File: src/rtl/shifter_arbiter.sv
// shifter_arbiter: round-robin sharing of one SIZE-bit right shifter/rotator between two requesters.
// Defining SHIFTER_ARB_STATS_EN adds saturating per-requester grant counters and stats_clr.
module shifter_arbiter #(
    parameter int SIZE = 4,
    localparam int AMT_W = $clog2(SIZE)
) (
    input  logic             clk,
    input  logic             rst,
    input  logic             req0_valid,
    output logic             req0_ready,
    input  logic [SIZE-1:0]  req0_a,
    input  logic [AMT_W-1:0] req0_amt,
    input  logic             req0_rot,
    input  logic             req1_valid,
    output logic             req1_ready,
    input  logic [SIZE-1:0]  req1_a,
    input  logic [AMT_W-1:0] req1_amt,
    input  logic             req1_rot,
    output logic             res_valid,
    input  logic             res_ready,
    output logic [SIZE-1:0]  res_y,
    output logic             res_id
`ifdef SHIFTER_ARB_STATS_EN
    ,
    input  logic             stats_clr,
    output logic [7:0]       gnt0_cnt,
    output logic [7:0]       gnt1_cnt
`endif
);
    typedef enum logic {IDLE, FULL} state_t;

    state_t state, state_d;
    logic last_grant, can_accept, gnt1, accept;
    logic [SIZE-1:0] sel_a;
    logic [AMT_W-1:0] sel_amt;
    logic sel_rot;

    // Rotation reuses the shifter by feeding a copy of the operand into the upper half.
    function automatic logic [SIZE-1:0] shift(input logic [SIZE-1:0] a, input logic [AMT_W-1:0] amt, input logic rot);
        logic [2*SIZE-1:0] w;
        w = {rot ? a : {SIZE{1'b0}}, a} >> amt;
        return w[SIZE-1:0];
    endfunction

    always_comb begin
        can_accept = !rst && (state == IDLE || res_ready);
        gnt1 = req1_valid && (!req0_valid || !last_grant);
        req0_ready = can_accept && req0_valid && !gnt1;
        req1_ready = can_accept && gnt1;
        accept = req0_ready || req1_ready;
        state_d = accept ? FULL : (res_ready ? IDLE : state);
        sel_a = gnt1 ? req1_a : req0_a;
        sel_amt = gnt1 ? req1_amt : req0_amt;
        sel_rot = gnt1 ? req1_rot : req0_rot;
    end

    assign res_valid = state == FULL;

    always_ff @(posedge clk) begin
        if (rst) begin
            state <= IDLE;
            res_y <= '0;
            res_id <= 1'b0;
            last_grant <= 1'b1;
        end else begin
            state <= state_d;
            if (accept) begin
                res_y <= shift(sel_a, sel_amt, sel_rot);
                res_id <= req1_ready;
                last_grant <= req1_ready;
            end
        end
    end

`ifdef SHIFTER_ARB_STATS_EN
    always_ff @(posedge clk) begin
        if (rst || stats_clr) begin
            gnt0_cnt <= '0;
            gnt1_cnt <= '0;
        end else begin
            if (req0_ready && gnt0_cnt != 8'hff) gnt0_cnt <= gnt0_cnt + 8'd1;
            if (req1_ready && gnt1_cnt != 8'hff) gnt1_cnt <= gnt1_cnt + 8'd1;
        end
    end
`endif
endmodule

File: config.mk
export PLATFORM = sky130hd
export DESIGN_NAME = shifter_arbiter
export DESIGN_NICKNAME = d
export VERILOG_FILES = /design/src/rtl/shifter_arbiter.sv
export SDC_FILE = /design/constraint.sdc
export NUM_CORES = 1
export LEC_CHECK = 0
export CAP_MARGIN = 30
export CORE_AREA = 8 8 47 49
export DETAILED_ROUTE_END_ITERATION = 6
export DIE_AREA = 0 0 55 57
export PLACE_DENSITY = 0.72
export SLEW_MARGIN = 40
export SYNTH_ARGS = -nofsm -noshare
export SYNTH_HDL_FRONTEND = slang
export SYNTH_SLANG_ARGS = --single-unit
File: constraint.sdc
create_clock -name clk -period 1.9 [get_ports clk]
set_input_delay 0.57 -clock clk [delete_from_list [all_inputs] [get_ports clk]]
set_output_delay 0.57 -clock clk [all_outputs]
set_load 0.01 [all_outputs]
# Word-level counts from Yosys, hierarchy flattened
# Index checks and enable logic that the tools add are counted.
[totals]
regBits = 7
out_inout_bits = 8
wordCells = 25
[classes]
n_shift = 1
n_mux = 6
n_bitwise = 1
reduce_logical = 13
[ops]
columns = ["operator", "count"]
rows = [
  ["4-bit two-way mux", 2],
  ["8-bit by 2-bit right shift with 4-bit output", 1],
  ["1-bit logical AND", 5],
  ["1-bit zero test", 4],
  ["1-bit logical OR", 3],
  ["1-bit two-way mux", 3],
  ["2-bit two-way mux", 1],
  ["2-bit nonzero test", 1],
  ["1-bit NOT", 1],
]

# Depth between registers and ports, before layout
[logic_depth]
depth_word = 7
mapped_depth = 5
depth_no_buf = 4

# Worst setup path after synthesis
# Ideal clock, no wire load.
[synth_path]
kind = "input -> output"
start = "input port req1_valid"
end = "output port req1_ready"
arrival_ns = 1.107
required_ns = 1.330
setup_slack_ns = 0.223
stages = 3
cell_sequence = "a21boi_2 buf_6 and3_2"
[synth_between]
elab_chain_cells = 2
[synth_lines]
columns = ["element", "line", "source"]
rows = [
  ["from (decl)", "14", "input logic req1_valid,"],
  ["1-bit logical AND", "47", "gnt1 = req1_valid && (!req0_valid || !last_grant);"],
  ["1-bit logical AND", "49", "req1_ready = can_accept && gnt1;"],
  ["to (decl)", "15", "output logic req1_ready,"],
]
# No other way between the ends.

# Worst setup path after layout
[layout_path]
start = "input port req0_valid"
end = "output port req1_ready"
[layout_between]
elab_chain_cells = 4
[layout_lines]
columns = ["element", "line", "source"]
rows = [
  ["from (decl)", "9", "input logic req0_valid,"],
  ["1-bit zero test", "47", ""],
  ["1-bit logical OR", "47", ""],
  ["1-bit logical AND", "47", ""],
  ["1-bit logical AND", "49", ""],
]
# No other way between the ends.

==> flow_summary.toml <==
[place]
hpwl_um = 1185
dpl_cell_area_um2 = 847.1
placed_cells = 110
gp_congestion = 0.8373
numPortBuffers = 26

[clocking]
clock_tree.buffer_depth = 2
h-tree-depth = 1
numCtsBuffers = 3
clk_pin_slew_ns = 0.05
ctsHoldBuffers = 0
cts_sinks = 7
cts_root_buffer = "clkbuf_4"
insertion_delay_ns = 0.25
cts_tree = "yes"

[pwr]
combPwrFrac_pct = 38.2
internal_power_uw = 352.2
p_total_uw = 492.7
ir_drop_mv = 0.2424
seq_power_share_pct = 34.5
p_leak_nw = 0.3908
clkPwrFrac_pct = 27.3
swShare_pct = 28.51
p_sw_uw = 140.5
powerDensity_mw_per_mm2 = 551.5

[critical_path]
cp_max_fo = 3
crit_arrival_ns = 1.30
rrSetupSlack_ns = 0.37
cp-end-kind = "output port"
rr_worst_depth = 6
required_ns = 1.33
rr_startpoint = "last_grant$_SDFFE_PP1P_"
worstReg2RegEnd = "res_y[3]$_SDFFE_PP0P_"
startpoint_type = "input port"
crit_type = "input port to output port"

[synthesis]
syn_avg_cell_area_um2 = 8.512
syn-num-nets = 80
syn_inst = 61
synth_area_um2 = 519.2
yosysTopAreaCell = "dfxtp_1"
yosysTopAreaCellShare_pct = 26.99
synth-seq-cells = 7
synth.distinct_cells = 21
synth_warnings = 0
ys_top_cells_by_area = "dfxtp_1, mux2i_1, nand2_1"
synth.yosys.seq_area_share_pct = 26.99

[finish]
final_util_pct = 56.67
diodes = 0
layout_commonest_cell = "clkdlybuf4s50_1"
drive_gt1_share_pct = 27.27
nets = 119
fin_area_um2 = 893.4
area_growth_pct = 72.05
final_cell_mix = "clkdlybuf4s50_1, buf_4, mux2i_1"
fin_cells = 116

[floorplan]
dieArea_mm2 = 0.003135
die_w_um = 55
rows = 15
io_pins = 27
die_h_um = 57
initial_core_util_pct = 32.94
core-area_mm2 = 0.001577

[min_path]
hold_class = "register to register"
min_from = "res_y[1]$_SDFFE_PP0P_"
min_path_cells = 2
min_to = "res_y[1]$_SDFFE_PP0P_"

[detailed_routing]
num_vias = 589
via_per_inst = 5.078
drt-pass1-iter-count = 4
final_antenna_net_count = 0
routed_wl_um = 1437
route.detailed.drc = 0
drt-initial-drc-count = 13
wl_per_cell_um = 12.39

[grt]
grt_max_degree = 9
grt_pass1_vias = 610
antenna_found_initial = 0
grt_pass1_wl_um = 2270
overflow = 0
grt_usage_pct = 9.245

[sta]
setup_viol = 0
maxClockFrequency_ghz = 0.5357
hold_viol_final = 0
finalMaxSlewViolations = 0
rsz0062_at_grt = "false"
period_share_pct = 98.25
period_minus_slack_ns = 1.867
clock_skew_ns = 0.003861
slew_headroom_pct = 83.82
worst_pin_slew_ns = 0.2360

[status]
status = "finished clean"

[job]
max_cap_viol_count = 0
## worst max-delay path, cell delays in order
cell           delay (ns)
dlygate4sd2_1        0.27
a21boi_4             0.16
and3_2               0.20
buf_6                0.10
## how the worst max path moves through the flow
stage | startpoint | to | slack (ns) | cells past startpoint
after floorplan | req1_valid | req1_ready | 0.22 | 3
after global placement | req1_valid | req1_ready | -0.62 | 4
after detailed placement | req1_valid | req1_ready | -0.66 | 4
after CTS | req1_valid | req0_ready | 0.004 | 5
after global routing | req0_valid | req0_ready | 0.004 | 5
final | req0_valid | req1_ready | 0.03 | 4
## kinds of logic (layout without fill, tap and decap cells)
group | Yosys count | count (layout) | synth area share (%)
AND/OR/NAND/NOR | 27 | 27 | 24.58
AO/OA/AOI/OAI | 11 | 11 | 17.83
flip-flops | 7 | 7 | 26.99
buffers and inverters | 4 | 42 | 4.819
multiplexers | 12 | 12 | 25.78
## per-layer routing
layer / global-route usage, % / wire length (um)
met1: 9.254 / 534
met4: 4.811 / 0
met5: 0 / 0
met2: 16.37 / 765
met3: 2.338 / 137
## stage by stage
stage	TNS (ns)	worst slack, ns	hold WS, ns
4_1_cts	0	0.003875	0.5002
5_1_grt	0	0.004132	0.5300
6_report	0	0.03322	0.4965
2_1_floorplan	0	0.2235	0.4853
3_5_place_dp	-2.708	-0.6646	0.4927
3_3_place_gp	-2.484	-0.6235	0.4849
## registers in the layout, indices dropped and copies added, names as in the netlist
name and cells:
last_grant 1, res_id 1, res_valid 1, res_y 4
## cell usage after synthesis
library cell  instances
dfxtp_1               7
o211ai_1              1
a22oi_1               2
nand2_1               9
nor2_1                7
buf_6                 1
nor2b_1               2
and3_2                1
a311oi_2              1
a311oi_1              2
nand3_1               5
mux2i_1              10
mux2_2                1
nand2b_1              2
a21boi_2              1
a21oi_1               3
inv_1                 1
mux2i_4               1
a311o_2               1
clkbuf_2              2
nor3_2                1
## layout make-up
class | count | area, um^2
clock buffers | 4 | 26.28
inverters | 1 | 3.754
multi-input cells | 50 | 371.6
repair buffers | 37 | 330.3
fillers | 161 | 683.2
well taps | 17 | 21.27
flip-flops and latches | 7 | 140.1
## repair_timing
action,in CTS,in global routing
buffers inserted,1,1
resized for setup,16,3
pin swaps,0,1
gates cloned,0,0
endpoints found under the setup margin,6,2
## power groups by stage
stage	Sequential [mW]	Combinational, mW	Clock [mW]
after detailed placement	0.171	0.184	0
after global routing	0.172	0.203	0.143
after floorplan	0.177	0.0817	0
final	0.170	0.188	0.135
after global placement	0.171	0.183	0
after CTS	0.170	0.187	0.141
Note: power is estimated with default switching activity, not from simulation.
